[config.mk]
export PLATFORM = sky130hd
export DESIGN_NAME = maze_route_reader_flat
export DESIGN_NICKNAME = d
export VERILOG_FILES = /design/src/rtl/maze_route_reader_if.sv /design/src/rtl/maze_route_reader.sv /design/src/flat_wrapper.sv
export SDC_FILE = /design/constraint.sdc
export NUM_CORES = 1
export LEC_CHECK = 0
export CORE_ASPECT_RATIO = 2
export CORE_MARGIN = 4
export CORE_UTILIZATION = 40
export DETAILED_ROUTE_END_ITERATION = 8
export PLACE_DENSITY = 0.8
export RECOVER_POWER = 100
export SETUP_SLACK_MARGIN = 0.1
export SYNTH_ARGS = -nofsm -noshare
export SYNTH_HDL_FRONTEND = slang
export SYNTH_SLANG_ARGS = --single-unit
[constraint.sdc]
create_clock -name clk -period 6 [get_ports clk]
set_input_delay 1.2 -clock clk [delete_from_list [all_inputs] [get_ports clk]]
set_output_delay 1.2 -clock clk [all_outputs]
set_load 0.01 [all_outputs]
[src/rtl/maze_route_reader_if.sv]
// maze_route_reader_if
// Bundles the shared SRAM port and the routed-cell stream of the maze route
// reader. The reader is the master of both: it drives the SRAM address and
// control, and it sources the valid/ready cell stream.

interface maze_route_reader_if #(
   parameter int DATA_WIDTH = 8,
   parameter int ADDR_WIDTH = 8
);
   logic                  cs;
   logic                  we;
   logic [ADDR_WIDTH-1:0] address;
   logic [DATA_WIDTH-1:0] data_out;
   logic [DATA_WIDTH-1:0] data_in;
   logic                  out_valid;
   logic                  out_ready;
   logic [ADDR_WIDTH-1:0] out_cell;
   logic                  out_net;

   modport master (
      output cs, we, address, data_out, out_valid, out_cell, out_net,
      input  data_in, out_ready
   );

   modport slave (
      input  cs, we, address, data_out, out_valid, out_cell, out_net,
      output data_in, out_ready
   );
endinterface

[src/rtl/maze_route_reader.sv]
// maze_route_reader
// Downstream stage of the maze router. After the router signals completion it
// walks all map cells in address order, streams every cell tagged as net 1 or
// net 2 out over valid/ready, and counts the cells of each net.
// Optional feature macro: MAZE_ROUTE_READER_CLEAR_EN -- when defined, every
// emitted cell is written back as FREE_CODE so the map is ready for reuse.
// Without it the block never writes the SRAM.

module maze_route_reader #(
   parameter int                    DATA_WIDTH = 8,
   parameter int                    ADDR_WIDTH = 8,
   parameter logic [DATA_WIDTH-1:0] NET1_CODE  = 8'h00,
   parameter logic [DATA_WIDTH-1:0] NET2_CODE  = 8'h11,
   parameter logic [DATA_WIDTH-1:0] FREE_CODE  = 8'hEE
) (
   input  logic                clk,
   input  logic                reset,
   input  logic                start,
   maze_route_reader_if.master bus,
   output logic                busy,
   output logic                done,
   output logic [8:0]          count1,
   output logic [8:0]          count2
);

   typedef enum logic [2:0] {
      IDLE,
      RD,
      WT,
      SMP,
      EMIT,
`ifdef MAZE_ROUTE_READER_CLEAR_EN
      WB,
`endif
      FIN
   } state_t;

   state_t                state;
   state_t                next_state;
   logic [ADDR_WIDTH-1:0] address_q;
   logic [ADDR_WIDTH-1:0] cell_q;
   logic                  net_q;
   logic [8:0]            cnt1_q;
   logic [8:0]            cnt2_q;
   logic                  load_start;
   logic                  step_addr;
   logic                  take1;
   logic                  take2;
   logic                  last_cell;
   logic                  cs_c;
   logic                  we_c;
   logic                  valid_c;
   logic                  busy_c;
   logic                  done_c;

   // The scan ends on the last cell rather than wrapping the address.
   assign last_cell = &address_q;

   // State register; reset forces the SRAM port and stream idle at once.
   always_ff @(posedge clk or negedge reset) begin
      if (!reset) begin
         state <= IDLE;
      end else begin
         state <= next_state;
      end
   end

   // Next-state decode plus the per-state SRAM, stream and status strobes.
   always_comb begin
      next_state = state;
      load_start = 1'b0;
      step_addr  = 1'b0;
      take1      = 1'b0;
      take2      = 1'b0;
      cs_c       = 1'b0;
      we_c       = 1'b0;
      valid_c    = 1'b0;
      busy_c     = 1'b0;
      done_c     = 1'b0;
      case (state)
         IDLE: begin
            if (start) begin
               load_start = 1'b1;
               next_state = RD;
            end
         end
         RD: begin
            cs_c       = 1'b1;
            busy_c     = 1'b1;
            next_state = WT;
         end
         WT: begin
            cs_c       = 1'b1;
            busy_c     = 1'b1;
            next_state = SMP;
         end
         SMP: begin
            busy_c = 1'b1;
            if (bus.data_in == NET1_CODE) begin
               take1      = 1'b1;
               next_state = EMIT;
            end else if (bus.data_in == NET2_CODE) begin
               take2      = 1'b1;
               next_state = EMIT;
            end else if (last_cell) begin
               next_state = FIN;
            end else begin
               step_addr  = 1'b1;
               next_state = RD;
            end
         end
         EMIT: begin
            busy_c  = 1'b1;
            valid_c = 1'b1;
            if (bus.out_ready) begin
`ifdef MAZE_ROUTE_READER_CLEAR_EN
               next_state = WB;
`else
               if (last_cell) begin
                  next_state = FIN;
               end else begin
                  step_addr  = 1'b1;
                  next_state = RD;
               end
`endif
            end
         end
`ifdef MAZE_ROUTE_READER_CLEAR_EN
         WB: begin
            busy_c = 1'b1;
            cs_c   = 1'b1;
            we_c   = 1'b1;
            if (last_cell) begin
               next_state = FIN;
            end else begin
               step_addr  = 1'b1;
               next_state = RD;
            end
         end
`endif
         FIN: begin
            done_c     = 1'b1;
            next_state = IDLE;
         end
         default: begin
            next_state = IDLE;
         end
      endcase
   end

   // Address walk, latched stream payload and per-net counters.
   always_ff @(posedge clk or negedge reset) begin
      if (!reset) begin
         address_q <= '0;
         cell_q    <= '0;
         net_q     <= 1'b0;
         cnt1_q    <= '0;
         cnt2_q    <= '0;
      end else begin
         if (load_start) begin
            address_q <= '0;
            cnt1_q    <= '0;
            cnt2_q    <= '0;
         end else if (step_addr) begin
            address_q <= address_q + 1'b1;
         end
         if (take1 || take2) begin
            cell_q <= address_q;
            net_q  <= take2;
         end
         if (take1) begin
            cnt1_q <= cnt1_q + 9'd1;
         end
         if (take2) begin
            cnt2_q <= cnt2_q + 9'd1;
         end
      end
   end

   assign bus.cs        = cs_c;
   assign bus.we        = we_c;
   assign bus.address   = address_q;
   assign bus.data_out  = FREE_CODE & {DATA_WIDTH{we_c}};
   assign bus.out_valid = valid_c;
   assign bus.out_cell  = cell_q;
   assign bus.out_net   = net_q;
   assign busy          = busy_c;
   assign done          = done_c;
   assign count1        = cnt1_q;
   assign count2        = cnt2_q;

endmodule

[src/flat_wrapper.sv]
// flat-port wrapper written by rule: the top's interface ports become plain ports
module maze_route_reader_flat 
#(
   parameter int                    DATA_WIDTH = 8,
   parameter int                    ADDR_WIDTH = 8,
   parameter logic [DATA_WIDTH-1:0] NET1_CODE  = 8'h00,
   parameter logic [DATA_WIDTH-1:0] NET2_CODE  = 8'h11,
   parameter logic [DATA_WIDTH-1:0] FREE_CODE  = 8'hEE
)
  (clk, reset, start, busy, done, count1, count2, bus_cs, bus_we, bus_address, bus_data_out, bus_out_valid, bus_out_cell, bus_out_net, bus_data_in, bus_out_ready);
  maze_route_reader_if #(.DATA_WIDTH(DATA_WIDTH), .ADDR_WIDTH(ADDR_WIDTH)) bus_i ();
  input  logic clk;
  input  logic reset;
  input  logic start;
  output logic busy;
  output logic done;
  output logic [8:0] count1;
  output logic [8:0] count2;
  output wire logic [$bits(bus_i.cs)-1:0] bus_cs;
  output wire logic [$bits(bus_i.we)-1:0] bus_we;
  output wire logic [$bits(bus_i.address)-1:0] bus_address;
  output wire logic [$bits(bus_i.data_out)-1:0] bus_data_out;
  output wire logic [$bits(bus_i.out_valid)-1:0] bus_out_valid;
  output wire logic [$bits(bus_i.out_cell)-1:0] bus_out_cell;
  output wire logic [$bits(bus_i.out_net)-1:0] bus_out_net;
  input wire logic [$bits(bus_i.data_in)-1:0] bus_data_in;
  input wire logic [$bits(bus_i.out_ready)-1:0] bus_out_ready;
  assign bus_cs = bus_i.cs;
  assign bus_we = bus_i.we;
  assign bus_address = bus_i.address;
  assign bus_data_out = bus_i.data_out;
  assign bus_out_valid = bus_i.out_valid;
  assign bus_out_cell = bus_i.out_cell;
  assign bus_out_net = bus_i.out_net;
  assign bus_i.data_in = bus_data_in;
  assign bus_i.out_ready = bus_out_ready;
  maze_route_reader #(.DATA_WIDTH(DATA_WIDTH), .ADDR_WIDTH(ADDR_WIDTH), .NET1_CODE(NET1_CODE), .NET2_CODE(NET2_CODE), .FREE_CODE(FREE_CODE)) u_core (.clk(clk), .reset(reset), .start(start), .bus(bus_i), .busy(busy), .done(done), .count1(count1), .count2(count2));
endmodule
Word-level counts from Yosys, hierarchy flattened
Cells that the tools add are included.
{"block": "totals", "register_bits": 38, "input_bits": 12, "output_inout_bits": 48, "elab_cells": 54}
{"block": "classes", "add_sub_neg": 3, "eq_ne": 8, "muxes": 27, "n_reduce_logical": 10}
{"operator": "9-bit 2-to-1 mux", "n": 3}
{"operator": "9-bit by 1-bit adder with 9-bit output (second input constant)", "n": 2}
{"operator": "8-bit 2-to-1 mux", "n": 2}
{"operator": "1-bit 2-to-1 mux", "n": 15}
{"operator": "3-bit 2-to-1 mux", "n": 5}
{"operator": "3-bit one-hot mux with 5 select lines", "n": 1}
{"operator": "8-bit by 1-bit adder with 8-bit output (second input constant)", "n": 1}
{"operator": "8-bit by 5-bit equality test with 1-bit output (second input constant)", "n": 1}
{"operator": "8-bit zero test", "n": 1}
{"operator": "8-bit AND reduction", "n": 1}
{"operator": "3-bit by 2-bit equality test with 1-bit output (second input constant)", "n": 2}
{"operator": "3-bit equality test (second input constant)", "n": 2}
{"operator": "2-bit nonzero test", "n": 3}
{"operator": "2-bit inequality test (second input constant)", "n": 2}
{"operator": "4-bit OR reduction", "n": 1}
{"operator": "3-bit by 1-bit equality test with 1-bit output (second input constant)", "n": 1}
{"operator": "3-bit zero test", "n": 1}
{"operator": "1-bit one-hot mux with 2 select lines", "n": 1}
{"operator": "2-bit AND reduction", "n": 1}
{"operator": "2-bit OR reduction", "n": 1}
{"operator": "1-bit logical OR", "n": 1}

Longest topological paths before layout
Gate-level depths: netlist (run 1).
{"block": "depth", "word_depth": 7, "ltp_mapped": 7, "mapped_depth_nobuf": 6}

Least setup slack after synthesis (run 1)
OpenSTA, ideal clock, no wires.
{"block": "synth_timing", "path_type": "input to register", "start": "input port bus_data_in[3]", "end": "register u_core.cnt1_q[7] (netlist: u_core.count1[7])", "setup_ns": 0.129, "arrival_time_ns": 2.727, "slack_ns": 3.145, "stages": 6, "n_path_buf": 1, "cell_sequence": "or4_4 -> or4_1 -> buf_2 -> nor3_4 -> nand3_2 -> mux2i_1"}
{"block": "synth_between", "elab_chain_cells": 4, "word_cells_on_any_way": 5}
{"item": "from (decl)", "line": "flat_wrapper.sv:26", "text": "input wire logic [$bits(bus_i.data_in)-1:0] bus_data_in;"}
{"item": "8-bit zero test *", "line": "maze_route_reader.sv:99", "text": "if (bus.data_in == NET1_CODE) begin"}
{"item": "1-bit 2-to-1 mux *", "line": "maze_route_reader.sv:99"}
{"item": "1-bit 2-to-1 mux *", "line": "maze_route_reader.sv:80", "text": "case (state)"}
{"item": "9-bit 2-to-1 mux or 2-bit nonzero test (tied branches)"}
{"item": "to (signal assigned)", "line": "maze_route_reader.sv:172", "text": "cnt1_q <= cnt1_q + 9'd1;"}
{"item": "to (decl)", "line": "maze_route_reader.sv:43", "text": "logic [8:0] cnt1_q;"}
Every way passes the cells marked *; elsewhere a longest branch is shown, timed or not.
A chain may end at the register's enable or synchronous reset.

Final worst setup path (run 1)
{"block": "layout_timing", "start": "input port bus_data_in[3]", "end": "register u_core.address_q[4] (netlist: u_core.bus.address[4])"}
{"block": "layout_between", "elab_chain_cells": 5, "word_cells_on_any_way": 6}
{"item": "8-bit by 5-bit equality test with 1-bit output", "line": "maze_route_reader.sv:102", "text": "end else if (bus.data_in == NET2_CODE) begin"}
{"item": "1-bit 2-to-1 mux", "line": "maze_route_reader.sv:102"}
{"item": "1-bit 2-to-1 mux *", "line": "maze_route_reader.sv:99"}
{"item": "1-bit one-hot mux with 2 select lines *", "line": "maze_route_reader.sv:80"}
{"item": "2-bit nonzero test (no source line) *"}
{"item": "to (signal assigned)", "line": "maze_route_reader.sv:165", "text": "address_q <= address_q + 1'b1;"}
{"item": "to (decl)", "line": "maze_route_reader.sv:40", "text": "logic [ADDR_WIDTH-1:0] address_q;"}
Marks and branches as above.

==> run_results.csv, run 1 <==
group,metric,value,unit
timing,fin_crit,3.81,ns
clock_tree,cts.reportedPaths.clkPinSlew,0.08,ns
yosys,synth_most_common_cell,"dfrtp_1",
floorplanning,dieHeight,107,um
grt,grt.total_usage,0.159,
route,avgViaCountPerCell,5.42,
timing,finalCritPeriodShare,0.634,
setup_path,path_cells,"dlygate4sd3_1 > or4_1 > o31a_1 > o21ai_0 > nor2_1 > mux2i_1",
power,power.share.combinational,0.243,
yosys,ys_ff_latch,38,
route,routed_wl,4510,um
yosys,yosys_warnings,0,
clock_tree,cts_made_buffers,5,
yosys,synth_top_area_share,0.485,
timing,setup_viol,0,
yosys,synth_common_cells,"dfrtp_1, nand2_1, nor2_1",
setup_path,crit_path_start_kind,"input pin",
floorplanning,die_area,6150,sq um
floorplanning,ioPinCount,60,
yosys,synth.cell_area,1960,sq um
yosys,ys_seq_area_frac,0.485,
power,swShare,0.301,
grt,grt_pass1_wl,7680,um
clock_tree,root_buffer,"clkbuf_8",
yosys,avgSynthCellArea,9.80,sq um
setup_path,critPathRequiredTime,6.17,ns
setup_path,cp_slowest_stage_delay,1.01,ns
power,power_density,303,nW/um^2
clock_tree,cts_tree,"yes",
floorplanning,start_util,0.418,
finish,drive_above_1_share,0.0757,
clock_tree,cts_hold_buf,0,
route,wire_per_inst,14.7,um
setup_path,cp_data_arrival_time,3.97,ns
timing,tns,0,ns
grt,antenna_found_initial,0,
setup_path,r2r_end,"u_core.count2[8]",
setup_path,worstPathMaxFanout,12,
power,pwr-share-seq,0.415,
yosys,yosysUniqueCellTypes,40,
setup_path,cp-end-kind,"flip-flop",
setup_path,ff2ff_path_depth,5,
route,antenna_left,0,
clock_tree,clk_latency,0.28,ns
grt,grt_pass1_vias,1671,
finish,area_delta_synth_final,31.2,%
timing,relSlewSlack,-0.376,
yosys,synth_edf_count,0,
route,drc,0,
floorplanning,core-area,4690,sq um
placement,place_congestion,0.803,
clock_tree,clk_path_buf_depth,2,
route,vias,1659,
yosys,yosysTopAreaCell,"dfrtp_1",
timing,rsz0062_at_grt,"false",
setup_path,endpoint,"u_core.bus.address[4]",
setup_path,reg2reg_from,"u_core.state[2]",
floorplanning,rows,35,
yosys,syn_inst,200,
clock_tree,cts_setup_buffers,0,
clock_tree,cts.sinks,38,
outcome,status,"complete, but fails checks",
finish,nets,265,
timing,fin_ws,2.19,ns
setup_path,crit_path_top_delay_cell,"o21ai_0",
finish,insertedDiodeCount,0,
placement,io_buffers,50,
hold_path,hp-class,"flip-flop to flip-flop",
timing,worstMarginPinSlew,2.06,ns
grt,grt_max_degree,39,
run,cap_viol_max_count,1,
timing,clock_skew,0.00490,ns
placement,dpl.hpwl,3330,um
placement,place_ws,2.47,ns
route,drt-initial-drc-count,43,
timing,slew_viol_final,39,
power,p_leak,1.24,nW
timing,holdWs,0.485,ns
timing,hold_viol,0,
outcome,violations,"max-capacitance violations, max-slew violations",
grt,grt_overflow_total,0,
yosys,async_flop_share,1.00,
timing,timing.fmax,263,MHz
power,pwr-share-clk,0.342,
power,vdd_ir_drop_max,0.238,mV
power,internal_power,544,uW
power,p_sw,234,uW
floorplanning,die_w,57.5,um
setup_path,crit_start,"bus_data_in[3]",
yosys,synthTopCellsByArea,"dfrtp_1, nand2_1, mux2_2",
clock_tree,cts_resized,0,
clock_tree,h-tree-depth,2,
route,dr.pass1.iters,4,
setup_path,critPathKind,"input pin to flip-flop",
setup_path,r2r_setup_slack,3.45,ns
yosys,synthFlopType,"dfrtp_1",
critical path, delay by kind of cell:
kind                   cells  cell delay (ns)
AOI/OAI and AO/OA          2             1.28
buffers and inverters      1             0.55
muxes                      1             0.16
and+or+nand+nor            2             0.78
cell type report:
class / instances / area (sq um)
Clock inverter: 2 / 60.1
Clock buffer: 6 / 82.6
Multi-Input combinational cell: 153 / 902
Inverter: 1 / 3.75
Tap cell: 55 / 68.8
Sequential cell: 38 / 951
Fill cell: 435 / 2120
Timing Repair Buffer: 51 / 502
worst min path at each step:
| stage | end | startpoint | cells after the start |
|---|---|---|---|
| final | u_core.bus.out_net | u_core.bus.out_net | 2 |
| after detailed placement | u_core.bus.out_net | u_core.bus.out_net | 2 |
| after global placement | u_core.count2[8] | u_core.count2[8] | 1 |
| after floorplan | u_core.bus.out_net | u_core.bus.out_net | 2 |
| after global routing | u_core.bus.out_net | u_core.bus.out_net | 2 |
| after CTS | u_core.bus.out_net | u_core.bus.out_net | 2 |
flip-flops by register name (all words and copies together), names as in the netlist:
signal / cells
u_core.count1: 9
u_core.state: 3
u_core.bus.out_cell: 8
u_core.bus.address: 8
u_core.bus.out_net: 1
u_core.count2: 9
metal layers:
layer | global-route usage | share of wire | vias to the layer above
met5 | 0 | 0 | -
met4 | 0.0680 | 0.016 | 0
met3 | 0.0277 | 0.040 | 6
met2 | 0.289 | 0.55 | 44
met1 | 0.174 | 0.39 | 813
li1 | - | - | 796
layout by cell type, fill, tap and decap left out, drive strengths merged, types with 6 or more instances in the layout:
cell / n
dlygate4sd3: 39
dfrtp: 38
nand2: 27
nor2: 20
o21ai: 16
nand3: 13
clkdlybuf4s50: 10
conb: 9
mux2: 8
clkbuf: 7
o31ai: 6
kinds of logic after synthesis:
group,after synthesis,share of synthesized area
buffers and inverters,17,0.0511
AO/OA/AOI/OAI,34,0.104
adder cells (fa/ha/maj),3,0.0192
multiplexers,13,0.0715
other,1,0.00191
XOR/XNOR,6,0.0268
AND/OR/NAND/NOR,88,0.240
flip-flops,38,0.485
per-stage QoR:
step	utilization	instances	total power [mW]	area, sq um
2_1_floorplan	-	208	0.441	1990
3_3_place_gp	0.526	298	0.528	2460
3_5_place_dp	0.526	298	0.532	2460
4_1_cts	0.556	306	0.803	2610
5_1_grt	0.548	306	0.825	2570
6_report	0.548	306	0.778	2570
power groups by stage:
stage / clock network [mW] / logic, mW / registers [mW]
2_1_floorplan: 0 / 0.124 / 0.317
3_3_place_gp: 0 / 0.201 / 0.326
3_5_place_dp: 0 / 0.205 / 0.327
4_1_cts: 0.275 / 0.206 / 0.322
5_1_grt: 0.286 / 0.211 / 0.328
6_report: 0.266 / 0.189 / 0.323
(Power assumes the default switching activity.)
==> inputs of run 2 (changes only) <==
--- a/config.mk
+++ b/config.mk
@@ -9,7 +9,7 @@
 export CORE_MARGIN = 4
 export CORE_UTILIZATION = 40
 export DETAILED_ROUTE_END_ITERATION = 8
-export PLACE_DENSITY = 0.8
+export PLACE_DENSITY = 0.83
 export RECOVER_POWER = 100
 export SETUP_SLACK_MARGIN = 0.1
 export SYNTH_ARGS = -nofsm -noshare
==> constraint.sdc (replaced) <==
create_clock -name clk -period 3.5 [get_ports clk]
set_input_delay 0.7 -clock clk [delete_from_list [all_inputs] [get_ports clk]]
set_output_delay 0.7 -clock clk [all_outputs]
set_load 0.01 [all_outputs]
==> run 2 against run 1 <==
  * The flow still finishes with violations (max-capacitance violations, max-slew violations)
  * Clock skew decreased by 0.0024 ns
  * Power increased by 74%
  * Global-route usage about the same
  * Sequential share of layout area decreased by 0.46 points
  * Sequential power increased by 71%
  * Worst setup slack got worse by 1.7 ns
  * Final cell count increased by 0.65%
  * Die area unchanged
  * Utilization increased by 0.69 points
  * Flip-flop and latch count unchanged
  * Non-clock buffer count increased by 2
  * Hold slack got worse by 0.0073 ns
  * Highest routed layer unchanged
==> run_results.csv, run 2 (synthesis gave the netlist of run 1 again) <==
group,metric,value,unit
placement,placed_cell_area,2480,sq um
route,antenna_left,0,
setup_path,path_cells,"dlygate4sd3_1 > or4_1 > or4_1 > nor3_1 > nand3_2 > mux2i_1",
clock_tree,root_buffer,"clkbuf_8",
clock_tree,clk_latency,0.29,ns
run,cap_viol_max_count,1,
power,vdd_ir_drop_max,0.335,mV
placement,place_congestion,0.812,
setup_path,critPathKind,"input pin to flip-flop",
setup_path,worstPathMaxFanout,8,
timing,relSlewSlack,-0.340,
timing,finalCritPeriodShare,0.845,
finish,nets,267,
finish,final_cell_mix,"dlygate4sd3_1, dfrtp_1, nand2_1",
grt,grt_pass1_vias,1702,
timing,hold_viol,0,
finish,utilization,0.555,
route,routed_wl,4560,um
placement,dpl.hpwl,3450,um
timing,holdWs,0.478,ns
setup_path,cp-end-kind,"flip-flop",
route,avgViaCountPerCell,5.45,
route,drt-initial-drc-count,32,
clock_tree,cts_hold_buf,0,
route,route.met3.wl,200,um
route,dr.pass1.iters,4,
clock_tree,cts_resized,0,
clock_tree,cts_made_buffers,5,
finish,insertedDiodeCount,0,
timing,fin_crit,2.96,ns
floorplanning,dieHeight,107,um
floorplanning,start_util,0.418,
grt,antenna_found_initial,0,
grt,grt_overflow_total,0,
power,power_density,521,nW/um^2
setup_path,critPathRequiredTime,3.68,ns
timing,tns,0,ns
setup_path,crit_top_cell,"or4_1",
timing,worstMarginPinSlew,2.01,ns
clock_tree,clk_path_buf_depth,2,
power,p_leak,1.25,nW
grt,grt.total_usage,0.159,
floorplanning,rows,35,
floorplanning,ioPinCount,60,
timing,rsz0062_at_grt,"false",
finish,fillers,415,
finish,drive_above_1_share,0.0870,
placement,io_buffers,50,
setup_path,crit_path_start_kind,"input pin",
finish,area_delta_synth_final,32.8,%
route,vias,1678,
outcome,violations,"max-capacitance violations, max-slew violations",
route,wl_met1,1700,um
grt,grt_max_degree,39,
floorplanning,die_w,57.5,um
timing,setup_viol,0,
route,dr.max_layer_used,"met4",
clock_tree,cts_tree,"yes",
setup_path,cp_slowest_stage_delay,0.65,ns
route,wl_met2,2560,um
route,wire_per_inst,14.8,um
outcome,status,"complete, but fails checks",
clock_tree,cts.reportedPaths.clkPinSlew,0.08,ns
floorplanning,core-area,4690,sq um
finish,final_cell_area,2600,sq um
clock_tree,h-tree-depth,2,
hold_path,hp-class,"flip-flop to flip-flop",
power,power,1.36,mW
floorplanning,die_area,6150,sq um
route,drc,0,
timing,slew_viol_final,39,
setup_path,crit_path_top_delay_cell,"or4_1",
clock_tree,cts_setup_buffers,0,
finish,final_common_cell,"dlygate4sd3_1",
timing,timing.fmax,338,MHz
grt,grt_pass1_wl,7630,um
setup_path,cp_data_arrival_time,3.13,ns
clock_tree,cts.sinks,38,
timing,clock_skew,0.00252,ns
[run 2: metrics by stage]
stage	instances	setup slack, ns
final	308	0.542
after global routing	308	0.429
after CTS	308	0.866
after detailed placement	300	0.570
after global placement	300	0.621
after floorplan	208	1.14
[run 2: layout make-up]
cell class,instances,area (sq um),share of cell area
clock buffers,6,82.6,0.0317
repair buffers,53,513,0.197
multi-input cells,153,923,0.355
flip-flops and latches,38,951,0.365
inverters,1,3.75,0.00144
clock inverters,2,60.1,0.0231
well taps,55,68.8,0.0264
[run 2: critical path: cells and delay by family]
family	cells	cell delay (ns)
AND/OR/NAND/NOR	4	1.74
buffers and inverters	1	0.57
multiplexers	1	0.12
[run 2: path summary, 6_finish.rpt]
check | slack (ns) | start | depth (start not counted) | end
max | 0.54 | bus_data_in[3] | 6 | u_core.count1[7]
min | 0.48 | u_core.bus.out_net | 2 | u_core.bus.out_net
max reg2reg | 1.28 | u_core.state[2] | 5 | u_core.count1[7]
min reg2reg | 0.48 | u_core.bus.out_net | 2 | u_core.bus.out_net
max in group asynchronous | 1.38 | reset | 1 | u_core.count2[1]
min in group asynchronous | 0.98 | reset | 1 | u_core.bus.out_cell[4]
[run 2: power breakdown]
part           total (mW)  switching [mW]  internal, mW
logic               0.339           0.187         0.152
registers           0.551          0.0690         0.482
clock network       0.464           0.160         0.304
[run 2: per-layer routing]
layer | track usage | vias to the layer above
met3 | 0.0229 | 9
met5 | 0 | -
met4 | 0.0879 | 0
met2 | 0.281 | 62
li1 | - | 797
met1 | 0.177 | 810
